## src/rtl/pc_fetch_unit.sv

```systemverilog
// PC fetch unit: one outstanding instruction-memory request feeding a small fetch buffer.
// Optional macro PC_MISALIGN_TRAP_EN turns misaligned jump targets into traps.
module pc_fetch_unit #(
    parameter int              XLEN         = 32,
    parameter logic [XLEN-1:0] RESET_VECTOR = 'h0000_0000,
    parameter logic [XLEN-1:0] TRAP_VECTOR  = 'h0000_0100,
    parameter int              BUF_DEPTH    = 2
) (
    input  logic            clk,
    input  logic            reset,
    input  logic            jump,
    input  logic [XLEN-1:0] pc_imm,
    input  logic            trap,
    output logic            imem_req,
    output logic [XLEN-1:0] imem_addr,
    input  logic            imem_ack,
    input  logic [31:0]     imem_rdata,
    output logic            instr_valid,
    input  logic            instr_ready,
    output logic [31:0]     instr,
    output logic [XLEN-1:0] instr_pc,
    output logic            misalign,
    output logic [XLEN-1:0] bad_addr
);

    localparam int PTR_W = $clog2(BUF_DEPTH);
    localparam int CNT_W = PTR_W + 1;

    typedef enum logic [1:0] {RUN, WAIT, DISCARD} state_t;

    state_t            state, state_next;
    logic [XLEN-1:0]   fetch_pc;
    logic [CNT_W-1:0]  count;
    logic [PTR_W-1:0]  rd_ptr, wr_ptr;
    logic [XLEN-1:0]   fifo_pc    [BUF_DEPTH];
    logic [31:0]       fifo_instr [BUF_DEPTH];

    logic              redirect;
    logic              jump_misaligned;
    logic [XLEN-1:0]   target;
    logic              push, pop;

    assign redirect = trap | jump;

`ifdef PC_MISALIGN_TRAP_EN
    assign jump_misaligned = jump && !trap && (pc_imm[1:0] != 2'b00);
    assign target          = (trap || jump_misaligned) ? TRAP_VECTOR : pc_imm;
`else
    assign jump_misaligned = 1'b0;
    assign target          = trap ? TRAP_VECTOR : (pc_imm & ~XLEN'(3));
`endif

    // NOTE: every output of this block gets a default first so no latch is inferred.
    always_comb begin
        state_next = state;
        imem_req   = 1'b0;
        push       = 1'b0;
        case (state)
            RUN: begin
                // A request issued alongside a redirect would fetch a stale address.
                if (!reset && !redirect && (count < CNT_W'(BUF_DEPTH))) begin
                    imem_req   = 1'b1;
                    state_next = WAIT;
                end
            end
            WAIT: begin
                imem_req = !reset;
                if (imem_ack) begin
                    state_next = RUN;
                    push       = !redirect;
                end else if (redirect) begin
                    state_next = DISCARD;
                end
            end
            DISCARD: begin
                if (imem_ack) state_next = RUN;
            end
            default: state_next = RUN;
        endcase
    end

    assign pop         = instr_valid && instr_ready && !redirect;
    assign instr_valid = (count != '0);
    assign imem_addr   = fetch_pc;
    assign instr       = instr_valid ? fifo_instr[rd_ptr] : '0;
    assign instr_pc    = instr_valid ? fifo_pc[rd_ptr]    : '0;

    // NOTE: sequential state uses non-blocking assignments only.
    always_ff @(posedge clk) begin
        if (reset) begin
            state    <= RUN;
            fetch_pc <= RESET_VECTOR;
            count    <= '0;
            rd_ptr   <= '0;
            wr_ptr   <= '0;
        end else begin
            state <= state_next;
            if (redirect) begin
                fetch_pc <= target;
                count    <= '0;
                rd_ptr   <= '0;
                wr_ptr   <= '0;
            end else begin
                if (push) begin
                    fetch_pc <= fetch_pc + XLEN'(4);
                    wr_ptr   <= wr_ptr + PTR_W'(1);
                end
                if (pop) rd_ptr <= rd_ptr + PTR_W'(1);
                case ({push, pop})
                    2'b10:   count <= count + CNT_W'(1);
                    2'b01:   count <= count - CNT_W'(1);
                    default: count <= count;
                endcase
            end
        end
    end

    // NOTE: buffer storage is not reset; instr/instr_pc are masked by instr_valid instead.
    always_ff @(posedge clk) begin
        if (push) begin
            fifo_pc[wr_ptr]    <= fetch_pc;
            fifo_instr[wr_ptr] <= imem_rdata;
        end
    end

`ifdef PC_MISALIGN_TRAP_EN
    always_ff @(posedge clk) begin
        if (reset) begin
            misalign <= 1'b0;
            bad_addr <= '0;
        end else begin
            misalign <= jump_misaligned;
            if (jump_misaligned) bad_addr <= pc_imm;
        end
    end
`else
    assign misalign = jump_misaligned;
    assign bad_addr = '0;
`endif

endmodule

```

## config.mk

```make
export PLATFORM = sky130hd
export DESIGN_NAME = pc_fetch_unit
export DESIGN_NICKNAME = d
export VERILOG_FILES = /design/src/rtl/pc_fetch_unit.sv
export SDC_FILE = /design/constraint.sdc
export NUM_CORES = 1
export LEC_CHECK = 0
export CORE_MARGIN = 2
export CORE_UTILIZATION = 40
export CTS_CLUSTER_SIZE = 28
export DETAILED_ROUTE_END_ITERATION = 10
export PLACE_DENSITY = 0.74
export SETUP_SLACK_MARGIN = 0.02
export SLEW_MARGIN = 20
export SYNTH_ARGS = -nofsm -noshare
export SYNTH_HDL_FRONTEND = slang
export SYNTH_SLANG_ARGS = --single-unit
```

## constraint.sdc

```tcl
create_clock -name clk -period 5.6 [get_ports clk]
set_input_delay 0.84 -clock clk [delete_from_list [all_inputs] [get_ports clk]]
set_output_delay 0.84 -clock clk [all_outputs]
set_load 0.01 [all_outputs]
```

**Yosys cells after proc, flatten, opt, wreduce, memory -nomap -nowiden**

Memory sizes are Yosys's and may differ from the RTL's. A register that Yosys moved wholly into a read port is not among the register bits.
Cells that the tools add are included.

- Bits in registers: 38
- RAM bits: 128
- Bits of input ports: 70
- Output and inout bits: 131
- Logic and storage cells: 54
- Memories: 2

Memory list:

| name | words | width | read ports | clocked after Yosys merged registers in | write ports | line | text |
|---|---|---|---|---|---|---|---|
| fifo_instr | 2 | 32 | 1 | 1 | 1 | 36 | `logic [31:0] fifo_instr [BUF_DEPTH];` |
| fifo_pc | 2 | 32 | 1 | 1 | 1 | 35 | `logic [XLEN-1:0] fifo_pc [BUF_DEPTH];` |

- Add/subtract/negate cells: 5
- Magnitude comparators: 1
- Equality and inequality tests: 7
- Mux-type cells: 21
- Bitwise logic cells: 1
- Reductions and logical operators: 12

Operators with widths:

| cell | count |
|---|---|
| $mux W32 | 5 |
| $add A32 B3 Y32 const B | 1 |
| $mux W1 | 9 |
| $mux W2 | 4 |
| $pmux W2 S3 | 1 |
| $reduce_bool A2 Y1 | 3 |
| $eq A2 B1 Y1 const B | 2 |
| $eq A2 B2 Y1 const B | 2 |
| $logic_and A1 B1 Y1 | 4 |
| $ne A2 B2 Y1 const B | 2 |
| $pmux W2 S2 | 1 |
| $ne A3 B3 Y1 const B | 1 |
| $reduce_and A3 Y1 | 1 |
| $add A1 B1 Y1 const B | 2 |
| $add A2 B1 Y2 const B | 1 |
| $logic_not A1 Y1 | 2 |
| $logic_not A2 Y1 | 1 |
| $lt A2 B2 Y1 const B | 1 |
| $pmux W1 S2 | 1 |
| $reduce_or A2 Y1 | 1 |
| $sub A2 B1 Y2 const B | 1 |
| $or A1 B1 Y1 | 1 |

**Longest topological paths before layout**

- Depth in word-level cells: 6
- Mapped depth: 8

**Worst setup path after synthesis**

No wires, ideal clock.

- Path type: in2reg
- Start: in imem_ack
- End: mem fifo_instr[0][0] (enable)
- Data arrival time: 4,115 ps
- Data required time: 5,118 ps
- Slack: 1,003 ps
- Stages on the path: 5
- Buffers on the path: 2
- Cell sequence: and3b_1 buf_6 clkbuf_1 nand2_1 nor2_1

- Word-level cells in the longest chain between the ends: 4

RTL lines:

| element | line | text |
|---|---|---|
| start, declared | 16 | `input logic imem_ack,` |
| $mux W1 | 68 | `if (imem_ack) begin` |
| $mux W1 | 58 | `case (state)` |
| $mux W1 | 120 | `if (push) begin` |
| $mux W1 (implied by the code) | 122 | `fifo_instr[wr_ptr] <= imem_rdata;` |
| end, declared | 36 |  |

No other way between the ends.

**Worst setup path in the final report**

- Start: in trap
- End: out imem_req

- Word-level cells in the longest chain between the ends: 6

RTL lines:

| element | line | text |
|---|---|---|
| start, declared | 13 | `input logic trap,` |
| $or A1 B1 Y1 | 43 | `assign redirect = trap \| jump;` |
| $logic_not A1 Y1 | 61 | `if (!reset && !redirect && (count < CNT_W'(BUF_DEPTH))) begin` |
| $logic_and A1 B1 Y1 (2 in series) | 61 |  |
| $mux W1 | 61 |  |
| $pmux W1 S2 | 58 |  |
| end, declared | 14 | `output logic imem_req,` |

No other way between the ends.

==> results.py <==
metrics = {
    "outcome": {
        "outcome": "finished, final reports clean",
    },
    "floorplanning": {
        "dieWidth_um": 138,
        "initial_core_util": 0.405,
        "core_mm2": 0.0178,
        "io_pins": 201,
        "dieHeight_um": 138,
        "dieArea_mm2": 0.0191,
        "rows": 49,
    },
    "logic_synthesis": {
        "seq_area_frac_synth": 0.618,
        "syn_area_per_cell_um2": 12.0,
        "yosys-top-cells-area": "edfxtp_1 (52%), dfxtp_1 (10%), mux2i_1 (9.0%)",
        "yosysTopAreaCell": "edfxtp_1",
        "ys_warn_count": 0,
        "synth_top_area_share": 0.516,
        "synth_cell_types": 58,
        "async_flop_share": 0,
        "synth_edf_count": 124,
        "syn-cell-area_mm2": 0.00722,
        "ys.flop_type": "edfxtp_1",
        "ys_seq_elements": 161,
        "synth_cells": 601,
    },
    "power": {
        "irDropWorstVdd_mv": 0.198,
        "p_int_mw": 2.10,
        "leakage_nw": 3.00,
        "power_density_mw_per_mm2": 276,
        "combPwrFrac": 0.051,
        "sw_frac_of_total": 0.202,
        "clockPowerShare": 0.453,
        "p_sw_uw": 532,
        "seqPwrFrac": 0.496,
    },
    "critical_path": {
        "end_kind": "output pin",
        "critPathMaxFanout": 8,
        "r2r-end": "fifo_pc[0][10]$_DFFE_PP_",
        "crit_start": "trap",
        "crit_type": "primary input to output pin",
        "r2r_cells": 4,
        "startpoint_type": "primary input",
        "rr_startpoint": "state[0]$_SDFFE_PP0P_",
        "arrival_ns": 2.72,
        "cp.required_ns": 4.76,
        "cp-endpoint": "imem_req",
        "regToRegSetupSlack_ns": 2.78,
    },
    "timing": {
        "period_needed_ns": 3.56,
        "finalCritPeriodShare": 0.636,
        "finalClockSkew_ns": 0.00677,
        "slew_violations": 0,
        "finalSetupTns_ns": 0,
        "setup_viol_count_final": 0,
        "tightest_slew_ns": 0.993,
        "grt_setup_unrepaired": "no",
        "timing.slew.headroom": 0.335,
        "max_freq_mhz": 281,
        "worst_slack_ns": 2.04,
        "hold_viol_final": 0,
    },
    "routing": {
        "via_count": 5145,
        "route.final.wire_length_mm": 16.9,
        "via_per_inst": 5.15,
        "drt_iter0_drc": 440,
        "wl_per_cell_um": 16.9,
        "ant_nets": 0,
        "drc": 0,
        "dr.pass1.iters": 5,
    },
    "global_route": {
        "grt_usage": 0.179,
        "grt_overflow_total": 0,
        "grt_max_degree": 63,
        "antenna_found_initial": 0,
        "grt_pass1_vias": 5044,
        "grt_pass1_wl_mm": 26.9,
    },
    "clock_tree": {
        "clk_latency_ns": 0.41,
        "h-tree-depth": 4,
        "clockBufferDepth": 2,
        "post-cts-setup-buffer-count": 0,
        "cts_tree": "done",
        "cts.sinks": 161,
        "numCtsBuffers": 17,
        "cts_resized": 0,
        "cts_root_buf": "clkbuf_16",
        "cts.clk_slew.worst_paths_ns": 0.06,
        "holdBufCountCts": 0,
    },
    "finish": {
        "layout-drive-gt1-share": 0.0701,
        "fin_area_mm2": 0.00954,
        "final_cell_mix": "clkdlybuf4s50_1 (161), edfxtp_1 (124), nor2_1 (95), mux2i_1 (65), conb_1 (37)",
        "syn_to_final_growth_pct": 32.2,
        "layout.nets": 829,
        "diodes": 0,
        "mostFrequentLayoutCell": "clkdlybuf4s50_1",
    },
    "place": {
        "portBuffers": 161,
        "hpwl_mm": 11.3,
        "dpl_cell_area_mm2": 0.00892,
        "gp_congestion": 0.854,
        "dp_slack_ns": 1.79,
    },
    "min_path": {
        "hp-class": "flip-flop to flip-flop",
    },
    "flow_run": {
        "drv_cap": 0,
    },
}
[per-stage QoR]
step | utilization | power [mW] | hold slack [ns] | cells
finish | 0.535 | 2.63 | 0.510 | 999
global route | 0.535 | 2.73 | 0.532 | 999
CTS | 0.535 | 2.66 | 0.505 | 999
detailed placement | 0.500 | 1.46 | 0.492 | 967
global placement | 0.498 | 1.46 | 0.483 | 966
floorplan | - | 1.40 | 0.460 | 637
[synth_stat cells, types with 2 or more instances]
master and instances:
nand4_1 6, edfxtp_1 124, a21oi_1 31, a31oi_1 4
nor3_1 20, a2111oi_0 2, nand3_1 15, o21ai_0 23
nor4_1 5, or2_2 2, nand4_2 2, buf_2 6
buf_4 37, nand2_1 32, o221ai_1 2, inv_1 5
mux2i_1 65, buf_6 3, nor2_1 97, dfxtp_1 37
nor2b_1 2, and3_1 3, and4_1 3, o22ai_1 2
o2111ai_1 2, xor2_1 3, a211oi_1 6, xnor2_1 7
a32o_1 2, a311oi_1 2, clkbuf_1 18, nand3_2 2
a41o_1 3, mux2_2 2, ha_1 2, or3_1 2
[cell type report]
type                       instances  area (um2)
clock buffer                      21         470
clock inverter                    11         154
fill                            1543        8300
inverter                           6        22.5
multi-input combinational        404        2460
sequential                       161        4470
tap                              229         287
timing repair buffer             167        1680
[power by group through the flow]
stage / clock network [mW] / registers, mW / logic (mW)
6_report: 1.19 / 1.30 / 0.134
5_1_grt: 1.28 / 1.31 / 0.145
4_1_cts: 1.22 / 1.30 / 0.132
3_5_place_dp: 0 / 1.33 / 0.131
3_3_place_gp: 0 / 1.33 / 0.129
2_1_floorplan: 0 / 1.33 / 0.0720
[state kept, by name, summed over array words and instances, names as in the netlist, named ones only]
signal / flops
imem_addr: 30
state: 2
count: 2
fifo_instr: 64
wr_ptr: 1
rd_ptr: 1
fifo_pc: 60
[cells by family after synthesis]
family / after synthesis / share of synthesized area
multiplexers: 67 / 0.0933
XOR/XNOR: 10 / 0.0121
flip-flops: 161 / 0.618
AND/OR/NAND/NOR: 201 / 0.136
buffers and inverters: 72 / 0.0621
other: 1 / 0.000520
adder cells (fa/ha/maj): 2 / 0.00347
AO/OA/AOI/OAI: 87 / 0.0742
[worst max-delay path, stage by stage]
cell	delay, ns
clkdlybuf4s50_1	0.56
or2_2	0.44
nor2_1	0.11
nor2_1	0.04
nor3_1	0.15
clkdlybuf4s50_1	0.57
[worst min-delay path by stage]
stage,from,endpoint,slack [ns],depth (start not counted)
finish,state[1]$_SDFFE_PP0P_,state[0]$_SDFFE_PP0P_,0.51,1
global route,imem_addr[26]$_SDFFE_PP0P_,fifo_pc[1][26]$_DFFE_PP_,0.53,0
CTS,state[1]$_SDFFE_PP0P_,state[0]$_SDFFE_PP0P_,0.50,1
detailed placement,state[1]$_SDFFE_PP0P_,state[0]$_SDFFE_PP0P_,0.49,1
global placement,state[1]$_SDFFE_PP0P_,state[0]$_SDFFE_PP0P_,0.48,1
floorplan,state[1]$_SDFFE_PP0P_,state[0]$_SDFFE_PP0P_,0.46,1
[routing by layer]
metal | part of all wire | GRT usage | up-vias
met5 | 0 | 0 | -
met4 | 0.018 | 0.0591 | 0
met3 | 0.077 | 0.0447 | 28
met2 | 0.48 | 0.291 | 240
met1 | 0.42 | 0.235 | 2418
li1 | - | - | 2459
(Power assumes the default switching activity.)
